$ cat src/rtl/core_pkg.sv
// Shared core types: fetch FIFO entry, fetch FSM states and the default boot address.
package core_pkg;

    localparam logic [29:0] CORE_RESET_ADDR = 30'h0000_0000;

    typedef struct packed {
        logic [29:0] pc;
        logic [31:0] instr;
    } fetch_entry_t;

    typedef enum logic {
        FS_RESET,
        FS_RUN
    } fetch_state_e;

endpackage

$ cat src/rtl/core_fetch_fifo.sv
// Small synchronous FIFO of {pc, instr} entries; flush beats push and pop.
module core_fetch_fifo
    import core_pkg::*;
#(
    parameter int unsigned  DEPTH     = 2,
    parameter fetch_entry_t RESET_VAL = '0
) (
    input  logic                     i_clk,
    input  logic                     i_reset_n,
    input  logic                     i_push,
    input  fetch_entry_t             i_entry,
    input  logic                     i_pop,
    input  logic                     i_flush,
    output logic [$clog2(DEPTH):0]   o_count,
    output fetch_entry_t             o_head
);
    localparam int unsigned PTR_W = $clog2(DEPTH);
    localparam int unsigned CNT_W = $clog2(DEPTH) + 1;

    fetch_entry_t     mem_q [DEPTH];
    logic [PTR_W-1:0] wr_ptr_q;
    logic [PTR_W-1:0] rd_ptr_q;
    logic [CNT_W-1:0] count_q;
    logic             do_push;
    logic             do_pop;

    assign do_push = i_push & ~i_flush;
    assign do_pop  = i_pop & ~i_flush & (count_q != '0);

    // Storage is reset too so the head reads a defined value while empty.
    always_ff @(posedge i_clk or negedge i_reset_n) begin
        if (!i_reset_n) begin
            for (int i = 0; i < int'(DEPTH); i++) begin
                mem_q[i] <= RESET_VAL;
            end
            wr_ptr_q <= '0;
            rd_ptr_q <= '0;
            count_q  <= '0;
        end else if (i_flush) begin
            wr_ptr_q <= '0;
            rd_ptr_q <= '0;
            count_q  <= '0;
        end else begin
            if (do_push) begin
                mem_q[wr_ptr_q] <= i_entry;
                wr_ptr_q        <= wr_ptr_q + PTR_W'(1);
            end
            if (do_pop) begin
                rd_ptr_q <= rd_ptr_q + PTR_W'(1);
            end
            count_q <= count_q + CNT_W'(do_push) - CNT_W'(do_pop);
        end
    end

    assign o_count = count_q;
    assign o_head  = mem_q[rd_ptr_q];

endmodule

$ cat src/rtl/core_fetch.sv
// Instruction fetch front end: owns the fetch PC, issues credit-limited memory
// requests, buffers in-order responses and squashes stale words on redirect.
module core_fetch
    import core_pkg::*;
#(
    parameter logic [29:0] RESET_ADDR = CORE_RESET_ADDR,
    parameter int unsigned DEPTH      = 2
) (
    input  logic        i_clk,
    input  logic        i_reset_n,
    input  logic        i_pc_src,
    input  logic [29:0] i_pc_target,
    input  logic        i_stall,
    output logic        o_imem_req,
    output logic [29:0] o_imem_addr,
    input  logic        i_imem_ack,
    input  logic        i_imem_rvalid,
    input  logic [31:0] i_imem_rdata,
    output logic        o_instr_valid,
    output logic [31:0] o_instr,
    output logic [29:0] o_pc
);
    localparam int unsigned       CNT_W   = $clog2(DEPTH) + 1;
    localparam logic [CNT_W:0]    DEPTH_W = DEPTH[CNT_W:0];
    localparam fetch_entry_t      FIFO_RESET = '{pc: RESET_ADDR, instr: 32'h0};

    fetch_state_e     state_q;
    logic [29:0]      pc_q, pc_d;
    logic [29:0]      resp_pc_q, resp_pc_d;
    logic [CNT_W-1:0] outstanding_q, outstanding_d;
    logic [CNT_W-1:0] drop_cnt_q, drop_cnt_d;
    logic [CNT_W-1:0] fifo_count;
    logic             run, redirect, credit, fire, rsp, push, pop;
    fetch_entry_t     head, push_entry;

    assign run      = (state_q == FS_RUN);
    assign redirect = run & i_pc_src;
    assign credit   = ({1'b0, outstanding_q} + {1'b0, fifo_count}) < DEPTH_W;
    assign fire     = o_imem_req & i_imem_ack;
    // A response with nothing in flight is a protocol error and is ignored.
    assign rsp      = i_imem_rvalid & (outstanding_q != '0);
    assign push     = rsp & ~redirect & (drop_cnt_q == '0);
    assign pop      = o_instr_valid & ~i_stall;

    assign o_imem_req    = run & ~i_pc_src & credit;
    assign o_imem_addr   = pc_q;
    assign o_instr_valid = (fifo_count != '0) & ~i_pc_src;
    assign o_instr       = head.instr;
    assign o_pc          = head.pc;
    assign push_entry    = '{pc: resp_pc_q, instr: i_imem_rdata};

    // outstanding counts every in-flight word, stale ones included, so on a
    // redirect all of it (minus the word retiring now) becomes drop budget.
    always_comb begin
        pc_d          = pc_q;
        resp_pc_d     = resp_pc_q;
        drop_cnt_d    = drop_cnt_q;
        outstanding_d = outstanding_q + CNT_W'(fire) - CNT_W'(rsp);
        if (redirect) begin
            pc_d       = i_pc_target;
            resp_pc_d  = i_pc_target;
            drop_cnt_d = outstanding_q - CNT_W'(rsp);
        end else begin
            if (fire) pc_d = pc_q + 30'd1;
            if (push) resp_pc_d = resp_pc_q + 30'd1;
            if (rsp && drop_cnt_q != '0) drop_cnt_d = drop_cnt_q - CNT_W'(1);
        end
    end

    always_ff @(posedge i_clk or negedge i_reset_n) begin
        if (!i_reset_n) begin
            state_q       <= FS_RESET;
            pc_q          <= RESET_ADDR;
            resp_pc_q     <= RESET_ADDR;
            outstanding_q <= '0;
            drop_cnt_q    <= '0;
        end else begin
            state_q       <= FS_RUN;
            pc_q          <= pc_d;
            resp_pc_q     <= resp_pc_d;
            outstanding_q <= outstanding_d;
            drop_cnt_q    <= drop_cnt_d;
        end
    end

    core_fetch_fifo #(
        .DEPTH     (DEPTH),
        .RESET_VAL (FIFO_RESET)
    ) u_fifo (
        .i_clk     (i_clk),
        .i_reset_n (i_reset_n),
        .i_push    (push),
        .i_entry   (push_entry),
        .i_pop     (pop),
        .i_flush   (redirect),
        .o_count   (fifo_count),
        .o_head    (head)
    );

    a_rvalid_expected: assert property (@(posedge i_clk) disable iff (!i_reset_n)
        i_imem_rvalid |-> (outstanding_q != '0));

endmodule
$ cat config.mk
export PLATFORM = sky130hd
export DESIGN_NAME = core_fetch
export DESIGN_NICKNAME = d
export VERILOG_FILES = /design/src/rtl/core_pkg.sv /design/src/rtl/core_fetch_fifo.sv /design/src/rtl/core_fetch.sv
export SDC_FILE = /design/constraint.sdc
export NUM_CORES = 1
export LEC_CHECK = 0
export ABC_AREA = 1
export CAP_MARGIN = 20
export CORE_ASPECT_RATIO = 2
export CORE_MARGIN = 2
export CORE_UTILIZATION = 45
export CTS_CLUSTER_SIZE = 30
export DETAILED_ROUTE_END_ITERATION = 8
export GPL_TIMING_DRIVEN = 0
export PLACE_DENSITY = 0.69
export SETUP_SLACK_MARGIN = 0.2
export SYNTH_ARGS = -nofsm -noshare
export SYNTH_HDL_FRONTEND = slang
export SYNTH_SLANG_ARGS = --single-unit
$ cat constraint.sdc
create_clock -name i_clk -period 4.1 [get_ports i_clk]
set_clock_uncertainty 0.05 [all_clocks]
set_input_delay 0.41 -clock i_clk [delete_from_list [all_inputs] [get_ports i_clk]]
set_output_delay 0.41 -clock i_clk [all_outputs]
set_load 0.02 [all_outputs]
==> Word level (Yosys, flattened, before mapping) <==
Cells that the tools add are included.
{ "op_classes": {"add_sub_neg": 11, "n_lt_le_gt_ge": 4, "mux": 17, "bitwise_logic": 17, "reduce_logical": 12} }
{ "op_table": {"columns": ["cell", "n"], "rows": [
  ["62-bit 2-to-1 mux", 4],
  ["124-bit bitwise mux", 1],
  ["30-bit 2-to-1 mux", 4],
  ["62-bit demux with 1-bit select", 1],
  ["30-bit by 1-bit adder with 30-bit output, second input constant", 2],
  ["2-bit nonzero test", 8],
  ["1-bit bitwise AND", 12],
  ["2-bit 2-to-1 mux", 3],
  ["2-bit by 1-bit subtractor with 2-bit output", 3],
  ["2-bit by 1-bit adder with 2-bit output", 2],
  ["2-bit greater-or-equal comparator, second input constant", 2],
  ["1-bit 2-to-1 mux", 4],
  ["1-bit inverter with 2-bit output", 2],
  ["2-bit by 2-bit adder with 3-bit output", 1],
  ["3-bit by 2-bit < comparator with 1-bit output, second input constant", 1],
  ["1-bit inverter", 3],
  ["1-bit adder, second input constant", 2],
  ["1-bit logical AND", 2],
  ["2-bit zero test", 1],
  ["2-bit by 1-bit < comparator with 1-bit output, second input constant", 1],
  ["2-bit AND reduction", 1],
  ["2-bit by 1-bit subtractor with 2-bit output, second input constant", 1]
]} }
{ "word_totals": {"ff_bits": 193, "out_inout_bits": 94, "word_cells": 73} }

==> Depth between registers and ports, before layout <==
{ "depth": {"word_depth": 8, "depth_mapped": 12, "mapped_depth_nobuf": 12} }

==> By module <==
A second synthesis with hierarchy kept.
{ "unflattened": {"hier_cells": 1429, "area_unflattened_um2": 10446.3} }
{ "by_module_without_submodules": {"columns": ["module", "n_inst", "cells_each", "area_per_inst_um2"], "rows": [
  ["core_fetch_fifo", 1, 690, 5619.1],
  ["core_fetch", 1, 739, 4827.1]
]} }

==> Worst setup path before layout <==
OpenSTA, ideal clock, no wires.
{ "synth_timing": {"kind": "register -> register", "start": "register outstanding_q[0]", "end": "register outstanding_q[1]", "arrival_time_ps": 1924, "required_time_ps": 3927, "path_slack_ps": 2004, "path_stages_with_launch": 12, "synth_period_minus_slack_ps": 2096, "cell_sequence": "dfrtp_1 > nand2_1 > inv_1 > fa_1 > nor2_1 > nand3_1 > inv_2 > nand2_2 > ha_1 > inv_1 > ha_1 > xnor2_1"} }
{ "synth_between": {"elab_chain_cells": 6} }
{ "synth_rtl": {"columns": ["item", "line_no", "source"], "rows": [
  ["start: declaration", "core_fetch.sv:30", "logic [CNT_W-1:0] outstanding_q, outstanding_d;"],
  ["start signal: assignment", "core_fetch.sv:81", "outstanding_q <= outstanding_d;"],
  ["2-bit by 2-bit adder with 3-bit output", "core_fetch.sv:38", "assign credit = ({1'b0, outstanding_q} + {1'b0, fifo_count}) < DEPTH_W;"],
  ["3-bit by 2-bit < comparator with 1-bit output", "core_fetch.sv:38", null],
  ["1-bit bitwise AND", "core_fetch.sv:45", "assign o_imem_req = run & ~i_pc_src & credit;"],
  ["net o_imem_req", "core_fetch.sv:14", "output logic o_imem_req,"],
  ["1-bit bitwise AND", "core_fetch.sv:39", "assign fire = o_imem_req & i_imem_ack;"],
  ["2-bit by 1-bit adder with 2-bit output", "core_fetch.sv:58", "outstanding_d = outstanding_q + CNT_W'(fire) - CNT_W'(rsp);"],
  ["2-bit by 1-bit subtractor with 2-bit output", "core_fetch.sv:58", null],
  ["net outstanding_d[1]", "core_fetch.sv:30", null]
]} }
The timed path passes the listed nets, and every way through them passes these cells.
A chain may end at the register's enable or synchronous reset.

==> Worst setup path in the final report <==
{ "layout_timing": {"start": "register u_fifo.rd_ptr_q", "end": "output o_pc[16]"} }
{ "layout_between": {"elab_chain_cells": 4} }
{ "layout_rtl": {"columns": ["item", "line_no", "source"], "rows": [
  ["start: declaration", "core_fetch_fifo.sv:22", "logic [PTR_W-1:0] rd_ptr_q;"],
  ["start signal: assignment", "core_fetch_fifo.sv:49", "rd_ptr_q <= rd_ptr_q + PTR_W'(1);"],
  ["1-bit inverter with 2-bit output (not written as such)", "core_fetch_fifo.sv:56", "assign o_head = mem_q[rd_ptr_q];"],
  ["62-bit 2-to-1 mux (not written as such) (3 in a row)", "core_fetch_fifo.sv:56", null],
  ["end: declaration", "core_fetch.sv:21", "output logic [29:0] o_pc"]
]} }
Every way passes these cells. The select of a mux whose other input is x is not followed.

==> out/results.ini <==
[power_and_ir_drop]
p_sw_mw=3.75
comb_power_share_pct=44.6
peakVddDrop_v=0.000423
power.share.sequential_pct=35.8
switching_share_pct=41.0
p_clk_share_pct=19.6
power_density_mw_per_mm2=716
power.internal_mw=5.40
power_leakage_nw=6.28

[floorplan]
core_mm2=0.0222
die_h_um=217
ioPinCount=162
die_w_um=110
num_rows=77
initial_core_util_pct=45.9
dieArea_mm2=0.0239

[synth]
ys.flop_type=dfrtp_1
syn_nets=1470
syn-cell-area_mm2=0.0102
yosysTopAreaCell=dfrtp_1
synth-seq-cells=193
synth-seq-area-share_pct=47.5
yosysTopAreaCellShare_pct=47.5
postSynthCellCount=1393
synth_edf_count=0
yosysWarningCount=0
synthTopCellsByArea=dfrtp_1 (47%), nand2_1 (19%), nor2_1 (5.7%), o21ai_1 (5.2%), inv_1 (4.5%)
synth.avg_cell_area_um2=7.30
synth_cell_types=34
async_flop_share_pct=100

[timing]
period_needed_ns=3.08
final-hold-violation-count=3
setup_tns_ns=0
fmax_ghz=0.325
finalCritPeriodShare_pct=75.2
hold_ws_ns=-0.0133
drv_slew=0
rsz0062_at_grt=no
tightest_slew_ns=0.922
setup_viol=0
maxSlewHeadroom_pct=38.5

[cts]
cts_resized=0
cts_setup_buffers=0
htree_levels=4
tritoncts=built
numCtsBuffers=17
root_buffer=clkbuf_16
hold_buffers=0
clock_latency_ns=0.45
cts_buffer_depth=2
clk_pin_slew_ns=0.07
clock-sinks=193

[worst_setup_path]
end_kind=output port
criticalPathCategory=reg -> out
cp-start-kind=flip-flop
reg2reg_slack_ns=1.80
crit_arrival_ns=2.62
rr_endpoint=o_imem_addr[26]$_DFFE_PN0P_
crit_path_max_fanout=10
r2r-start=outstanding_q[0]$_DFF_PN0_
cp.required_ns=3.64
r2r_cells=12

[layout]
multi_input_area_mm2=0.00450
instances_no_fill=1863
drive_gt1_share_pct=6.55
syn2layout_area_growth_pct=25.7
antenna_cells=0
seqCellArea_mm2=0.00483
fill_cells=2184
final_area_mm2=0.0128
nets=1651

[placed_design]
hpwl_um=23700
placed_area_mm2=0.0122
io_buffers=161
dp.cells=1831
gp_congestion=0.937

[detailed_routing]
ant_nets=0
drc=0
first_pass_iters=6
wl_um=31100
dr.first_iter.drc_count=658
via_per_inst=5.20
wl_per_cell_um=16.7
num_vias=9696

[grt]
grt_max_degree=118
grt.total_usage_pct=27.4
grt_pass1_wl_um=50000
grt_overflow_total=0
antenna_found_initial=0
first_global_vias=9756

[run]
drv_cap=0

[status]
violations=hold timing
status=finished with violations

[worst_hold_path]
worstHoldPathType=in -> async

-- flip-flops by register name, indices dropped and copies added, names as in the netlist --
name             count
drop_cnt_q           2
o_imem_addr         30
outstanding_q        2
resp_pc_q           30
run                  1
u_fifo.mem_q       124
u_fifo.o_count       2
u_fifo.rd_ptr_q      1
u_fifo.wr_ptr_q      1
-- metal layers --
metal  GRT usage (%)  wire [um]  vias to the layer above  share of wire (%)
li1                -          -                     4749                  -
met1            28.9      11100                     4590                 36
met2            51.4      17300                      279                 56
met3            4.03       1280                       78                4.1
met4            12.8       1410                        0                4.5
met5               0          0                        -                  0
-- worst max-delay path, cell delays in order, from the launching register on --
cell             delay [ns]
dfrtp_1                0.36
clkbuf_1               0.45
clkbuf_1               0.45
nand2_1                0.11
nand2_1                0.17
clkdlybuf4s50_1        0.63
-- synthesized netlist by cell type (3+ instances only) --
cell type and count:
nand2_1 518, dfrtp_1 193, nor2_1 155, inv_1 122, o21ai_1 106, nand3_1 85, a21oi_1 38, o21ai_0 29
clkbuf_1 19, buf_2 17, buf_6 15, o211ai_1 9, ha_1 8, a31oi_1 7, nand2_2 7, nor2_4 7
a22oi_1 6, inv_2 6, nor2_2 6, o21ai_2 6, buf_1 5, nand4_1 5, and2_1 3, nand2_4 3
nand3b_1 3, xnor2_1 3, xor2_1 3
-- layout by cell type, fill, tap and decap left out, drive strengths merged --
master and instances:
a21oi 38, a22oi 6, a31oi 7, and2 3
buf 41, bufinv 4, clkbuf 39, clkdlybuf4s50 160
clkinv 2, clkinvlp 4, conb 1, dfrtp 193
fa 1, ha 8, inv 131, nand2 528
nand3 86, nand3b 3, nand4 5, nor2 168
nor3 2, o211ai 9, o21ai 141, or2 1
xnor2 3, xor2 3
-- final cells by class --
class / count / area share (%)
Sequential cell: 193 / 37.8
Multi-Input combinational cell: 1013 / 35.2
Timing Repair Buffer: 162 / 12.9
Inverter: 129 / 3.81
Clock buffer: 20 / 3.49
Buffer: 58 / 2.81
Tap cell: 276 / 2.70
Clock inverter: 12 / 1.42
-- logic make-up after synthesis --
| logic type | Yosys count | synth area share [%] |
|---|---|---|
| buffers and inverters | 187 | 8.32 |
| and+or+nand+nor | 796 | 31.9 |
| xor gates and xnor gates | 6 | 0.517 |
| other | 1 | 0.0369 |
| DFF | 193 | 47.5 |
| AOI/OAI and AO/OA | 201 | 10.6 |
| adders and majority gates | 9 | 1.18 |
-- power groups by stage --
stage / registers [mW] / clock network (mW) / logic (mW)
final: 3.28 / 1.79 / 4.08
after detailed placement: 3.29 / 0 / 4.12
after global placement: 3.27 / 0 / 4.05
after global routing: 3.37 / 1.90 / 4.55
after floorplan: 3.26 / 0 / 2.39
after CTS: 3.26 / 1.82 / 4.13
-- metrics by stage --
step                setup WS (ns)  hold slack [ns]  util [%]  power [mW]
floorplan                    2.00           0.0644         -        5.64
global placement            -5.53            0.415      54.7        7.32
global route                0.839           0.0654      57.7        9.82
finish                       1.02          -0.0133      57.7        9.15
CTS                         0.972           0.0402      57.7        9.21
detailed placement           1.45            0.420      54.9        7.40
-- how the worst max path moves through the flow --
stage                                      startpoint                      endpoint  slack (ns)  cells past startpoint
final                     u_fifo.rd_ptr_q$_DFFE_PN0P_                      o_pc[16]        1.02                      5
after global placement                      i_reset_n  u_fifo.mem_q[71]$_DFFE_PN0P_       -5.53                      1
after floorplan            outstanding_q[0]$_DFF_PN0_    outstanding_q[1]$_DFF_PN0_        2.00                     11
after global routing      u_fifo.rd_ptr_q$_DFFE_PN0P_                      o_pc[27]        0.84                      5
after detailed placement  u_fifo.rd_ptr_q$_DFFE_PN0P_                      o_pc[27]        1.45                      5
after CTS                 u_fifo.rd_ptr_q$_DFFE_PN0P_                      o_pc[27]        0.97                      5
(Power assumes the default switching activity.)
==> variant 1, RTL diff (config.mk and constraints unchanged) <==
Reset style: synchronous (`i_reset_n`), changed in 2 clocked blocks.
--- a/src/rtl/core_fetch_fifo.sv
+++ b/src/rtl/core_fetch_fifo.sv
@@ -29,5 +29,5 @@
 
     // Storage is reset too so the head reads a defined value while empty.
-    always_ff @(posedge i_clk or negedge i_reset_n) begin
+    always_ff @(posedge i_clk) begin
         if (!i_reset_n) begin
             for (int i = 0; i < int'(DEPTH); i++) begin
--- a/src/rtl/core_fetch.sv
+++ b/src/rtl/core_fetch.sv
@@ -68,5 +68,5 @@
     end
 
-    always_ff @(posedge i_clk or negedge i_reset_n) begin
+    always_ff @(posedge i_clk) begin
         if (!i_reset_n) begin
             state_q       <= FS_RESET;
Function: differs if i_reset_n is asserted again (counterexample within 4 cycles, from zero or initial values and one cycle with i_reset_n low); with i_reset_n held inactive, the same outputs for 4 cycles.
==> variant 1 against the original RTL <==
- sequential cell count up 1
- sequential share of layout area up 3.2 points
- routed wire length shrank 13%
- worst setup slack better by 0.015 ns
- cell area down 2.3%
- worst hold slack improved by 0.45 ns
- synthesized area fell by 2.4%
- cell count down 13%
Power is not compared: it rests on default switching activity, and its combinational part moved more than twofold at a synthesized area within 25%.
==> variant 1: results (changes against the original RTL) <==
INFO  metric status = finished clean
INFO  metric postSynthNetCount = 1224 (-17%)
INFO  metric synth_common_cells = 226 x nor2_1, 192 x nand2_1, 132 x inv_1, 124 x edfxtp_1, 85 x nand3_1
INFO  metric count_of_antenna_diodes_in_the_layout = 0 (unchanged)
INFO  metric ctsLongestPathBuffers = 2 (unchanged)
INFO  metric share_of_post_route_cells_with_drive_strength_above_1 = 13.36% (+6.8 points)
INFO  metric synth_area_per_cell = 8.653 um^2 (+19%)
INFO  metric seq_area_frac_synth = 51.64% (+4.2 points)
INFO  metric grt_pass1_vias = 8220 (-16%)
INFO  metric total_cell_area_at_the_placement_stage = 11890 um^2 (-2.2%)
INFO  metric arrival = 2.99 ns (+0.37 ns)
INFO  metric hold_class = reg -> reg
INFO  metric post_synth_edffs = 124 (+124)
INFO  metric period_needed = 3.067 ns (-0.01466 ns)
INFO  metric crit_path_max_fanout = 62 (+52)
INFO  metric post-place-cells = 1581 (-14%)
INFO  metric route.antenna.remaining_nets = 0 (unchanged)
INFO  metric grt_pass1_wl = 41.80 mm (-16%)
INFO  metric postCtsHoldBufs = 0 (unchanged)
INFO  metric route.detailed.vias_per_inst = 5.211 (+0.13%)
INFO  metric synth_warnings = 0 (unchanged)
INFO  metric grt_start_max_net_pins = 63 (-47%)
INFO  metric nNetsFinal = 1404 (-15%)
INFO  metric worst_r2r_endpoint = u_fifo.mem_q[0][30]$_SDFFCE_PN0P_
INFO  metric ys_top_cells_by_area = edfxtp_1 38%, dfxtp_1 14%, nor2_1 8.5%
INFO  metric crit_start = i_reset_n
INFO  metric critPathCaptureType = flop
INFO  metric grt_use_total = 23.43% (-4.0 points)
INFO  metric worst_slew_margin_rel = 41.43% (+2.9 points)
INFO  metric r2r-start = run$_DFF_P_
INFO  metric drt-total-wl = 26.94 mm (-13%)
INFO  metric dp_hpwl = 20.00 mm (-16%)
INFO  metric worst_r2r_path_depth = 6 (-6)
INFO  metric drt_pass1_iterations = 5 (-1)
INFO  metric dp_slack = 0.6064 ns (-0.8420 ns)
INFO  metric clkSlewWorstSetupHoldPaths = 0.07 ns (about the same)
INFO  metric synth.lib_cells_used.distinct = 39 (+15%)
INFO  metric route.vias.total = 8406 (-13%)
INFO  metric reg2reg_setup_slack = 1.55 ns (-0.25 ns)
INFO  metric cts-htree-levels = 4 (unchanged)
INFO  metric place_congestion = 0.9720 (+3.7%)
INFO  metric first_iter_violations = 494 (-25%)
INFO  metric synth_async_sr_flop_share = 0% (-100 points)
==> variant 1: worst max-delay path: stages <==
cell and delay [ns]:
clkdlybuf4s50_1 0.66, clkbuf_1 0.48, clkbuf_1 0.71, nand2_4 0.66
==> variant 1: cell families (layout without fill, tap and decap cells) <==
kind of cell	count (synthesis)	after routing	synth area share, %
simple gates	556	556	24.71
buf+inv	182	375	7.552
xor+xnor	4	4	0.3531
flops	194	194	51.64
compound gates	140	140	7.501
mux	62	62	7.035
fa+ha+maj	9	9	1.210
==> variant 1: cell type report <==
cell class                 count  area (um^2)
timing repair buffer         161         1612
clock inverter                15        178.9
fill                        2010         9089
sequential                   194         5125
buffer                        43        225.2
clock buffer                  17        425.4
tap                          273        341.6
inverter                     139        524.3
multi-input combinational    771         4065
==> variant 1: how the worst min path moves through the flow <==
| stage | start | slack (ns) | cells after the start | to |
|---|---|---|---|---|
| floorplan | i_reset_n | 0.39 | 0 | run$_DFF_P_ |
| global placement | u_fifo.rd_ptr_q$_SDFFE_PP0P_ | 0.42 | 2 | u_fifo.rd_ptr_q$_SDFFE_PP0P_ |
| detailed placement | u_fifo.rd_ptr_q$_SDFFE_PP0P_ | 0.43 | 2 | flop |
| CTS | u_fifo.rd_ptr_q$_SDFFE_PP0P_ | 0.44 | 2 | flop |
| global route | u_fifo.rd_ptr_q$_SDFFE_PP0P_ | 0.50 | 2 | u_fifo.rd_ptr_q$_SDFFE_PP0P_ |
| finish | u_fifo.rd_ptr_q$_SDFFE_PP0P_ | 0.44 | 2 | flop |
==> variant 1: per-layer routing <==
| metal | part of all wire [%] | routed length, um | track usage (%) |
|---|---|---|---|
| met5 | 0 | 0 | 0 |
| met4 | 5.1 | 1375 | 13.03 |
| met3 | 3.9 | 1063 | 3.283 |
| met2 | 55 | 14870 | 44.45 |
| met1 | 36 | 9633 | 23.34 |
==> variant 1: through the flow <==
| step | TNS, ns | hold slack, ns |
|---|---|---|
| after global routing | 0 | 0.4977 |
| after CTS | 0 | 0.4403 |
| after detailed placement | 0 | 0.4304 |
| after floorplan | 0 | 0.3877 |
| final | 0 | 0.4410 |
| after global placement | -101.05 | 0.4203 |
==> variant 1: power breakdown <==
part | internal, mW | switching, mW
Combinational | 0.445 | 0.609
Sequential | 2.26 | 0.136
Clock | 0.968 | 0.779
Total | 3.67 | 1.52
==> variant 2, RTL diff (config.mk and constraints unchanged) <==
Without the edit above. `DEPTH` is set to 2 in 2 places; all go to 4.
--- a/src/rtl/core_fetch_fifo.sv
+++ b/src/rtl/core_fetch_fifo.sv
@@ -3,5 +3,5 @@
     import core_pkg::*;
 #(
-    parameter int unsigned  DEPTH     = 2,
+    parameter int unsigned  DEPTH     = 4,
     parameter fetch_entry_t RESET_VAL = '0
 ) (
--- a/src/rtl/core_fetch.sv
+++ b/src/rtl/core_fetch.sv
@@ -5,5 +5,5 @@
 #(
     parameter logic [29:0] RESET_ADDR = CORE_RESET_ADDR,
-    parameter int unsigned DEPTH      = 2
+    parameter int unsigned DEPTH      = 4
 ) (
     input  logic        i_clk,
Check against the original RTL: not equivalent (a bounded check fails within 4 cycles, from zero or initial values and one cycle with i_reset_n low).
==> variant 2 against the original RTL <==
- critical path depth grew 1
- power is 53% higher
- routed wire length rose by 61%
- first-iteration DRC count is 56% higher
- clock power up 61%
- highest routed layer unchanged
- synthesized area increased by 55%
- via count increased by 51%
- critical endpoint is now o_instr[28]
- largest power group unchanged
- sequential cell count grew 129
- worst setup slack got worse by 0.72 ns
- cell area rose by 49%
==> variant 2: results (changes against the original RTL) <==
INFO  metric maximum_vdd_drop = 0.4583 mV (+8.4%)
INFO  metric crit_start = u_fifo.rd_ptr_q[0]$_DFFE_PN0P_
INFO  metric static-leakage-power = 8.898 nW (+42%)
INFO  metric grt_pass1_vias = 14.56k (+49%)
INFO  metric largest_reg_flops = 248 (+100%)
INFO  metric numCtsBuffers = 30 (+13)
INFO  metric reg2reg_setup_slack = 1.36 ns (-0.44 ns)
INFO  metric grt_start_max_net_pins = 103 (-13%)
INFO  metric seq_area_frac_synth = 51.12% (+3.6 points)
INFO  metric grt_pass1_wl = 78.20 mm (+57%)
INFO  metric dp_hpwl = 35.92 mm (+52%)
INFO  metric ctsLongestPathBuffers = 3 (+1)
INFO  metric grt_use_total = 27.43% (+0.033 points)
INFO  metric synth.lib_cells_used.distinct = 36 (+5.9%)
INFO  metric nFillCells = 3248 (+49%)
INFO  metric share_of_post_route_cells_with_drive_strength_above_1 = 5.301% (-1.3 points)
INFO  metric status = finished clean
INFO  metric worst_tran_pin_value = 0.8674 ns (-0.05498 ns)
INFO  metric postcts_setup_bufs = 0 (unchanged)
INFO  metric cp_slowest_stage_delay = 0.67 ns (+0.04 ns)
INFO  metric postCtsHoldBufs = 1 (+1)
INFO  metric insertion_delay = 0.58 ns (+0.13 ns)
INFO  metric worst_r2r_endpoint = outstanding_q[2]$_DFF_PN0_
INFO  metric hold_ws = 0.2785 ns (+0.2918 ns)
INFO  metric drt_pass1_iterations = 6 (unchanged)
INFO  metric pwr_density_cell = 733.5 nW/um^2 (+2.5%)
INFO  metric count_of_antenna_diodes_in_the_layout = 0 (unchanged)
INFO  metric largest-register = u_fifo.mem_q
INFO  metric first_iter_violations = 1026 (+56%)
INFO  metric postSynthNetCount = 2073 (+41%)
INFO  metric critical_path.endpoint = o_instr[28]
INFO  metric crit_path_top_delay_cell = clkdlybuf4s50_1
INFO  metric nNetsFinal = 2270 (+37%)
INFO  metric synth_async_sr_flop_share = 100.0% (unchanged)
INFO  metric dp_slack = 0.8882 ns (-0.5602 ns)
INFO  metric worst_r2r_path_depth = 12 (unchanged)
INFO  metric final_critical_path_setup_slack = 0.2993 ns (-0.7190 ns)
INFO  metric ys_top_cells_by_area = dfrtp_1 51%, nand2_1 11%, o21ai_1 7.1%
INFO  metric route.detailed.vias_per_inst = 5.535 (+6.4%)
INFO  metric cts-htree-levels = 1 (-3)
INFO  metric clkSlewWorstSetupHoldPaths = 0.07 ns (about the same)
INFO  metric r2r-start = outstanding_q[2]$_DFF_PN0_
INFO  metric place_congestion = 0.9106 (-2.8%)
INFO  metric portBuffers = 161 (unchanged)
INFO  metric synth_common_cells = 455 x nand2_1, 322 x dfrtp_1, 289 x nor2_1, 224 x o21ai_1, 173 x o21ai_0
INFO  metric drt-total-wl = 49.98 mm (+61%)
INFO  metric cts_root_buffer = clkbuf_16
INFO  metric initial_antenna_violation_count = 0 (unchanged)
==> variant 2: cell count changes after synthesis, moves of 62 or more <==
cell     delta
nor2_1    +134
o21ai_1   +118
o22ai_1    +62
o21ai_0   +144
nand2_1    -63
dfrtp_1   +129
==> variant 2: stage by stage <==
| stage | setup TNS (ns) | area, um^2 | cells |
|---|---|---|---|
| floorplan | 0 | 15760 | 1987 |
| global placement | -3583.33 | 17930 | 2593 |
| detailed placement | 0 | 18020 | 2596 |
| CTS | 0 | 19030 | 2652 |
| global route | 0 | 19030 | 2652 |
| finish | 0 | 19030 | 2652 |
==> variant 2: area by class of cell <==
class,count,share of cell area (%)
Buffer,111,3.386
Clock buffer,47,4.707
Clock inverter,8,0.5325
Inverter,140,2.781
Multi-Input combinational cell,1414,34.35
Sequential cell,322,42.34
Tap cell,445,2.926
Timing Repair Buffer,165,8.981
==> variant 2: where the power goes <==
group	total [mW]	switching, mW	leakage, nW	internal (mW)
Clock	2.88	1.25	0.492	1.63
Combinational	5.96	3.61	4.24	2.35
Sequential	5.12	0.810	4.16	4.31
==> variant 2: cell families (layout without fill, tap and decap cells) <==
family	Yosys count	after routing	share of synthesized area, %
buffers and inverters	251	471	7.421
and+or+nand+nor	864	864	22.04
AOI/OAI and AO/OA	525	525	17.53
other	1	1	0.02379
adders and majority gates	18	18	1.524
xor gates and xnor gates	5	5	0.2779
DFF	322	322	51.12
muxes	1	1	0.07143
==> variant 2: per-layer routing <==
layer | wire, um | vias up | global-route usage [%] | part of all wire, %
met4 | 2844 | 0 | 14.75 | 5.7
met5 | 0 | - | 0 | 0
met2 | 26640 | 540 | 50.92 | 53
li1 | - | 6925 | - | -
met3 | 2408 | 144 | 2.369 | 4.8
met1 | 18080 | 7070 | 30.55 | 36
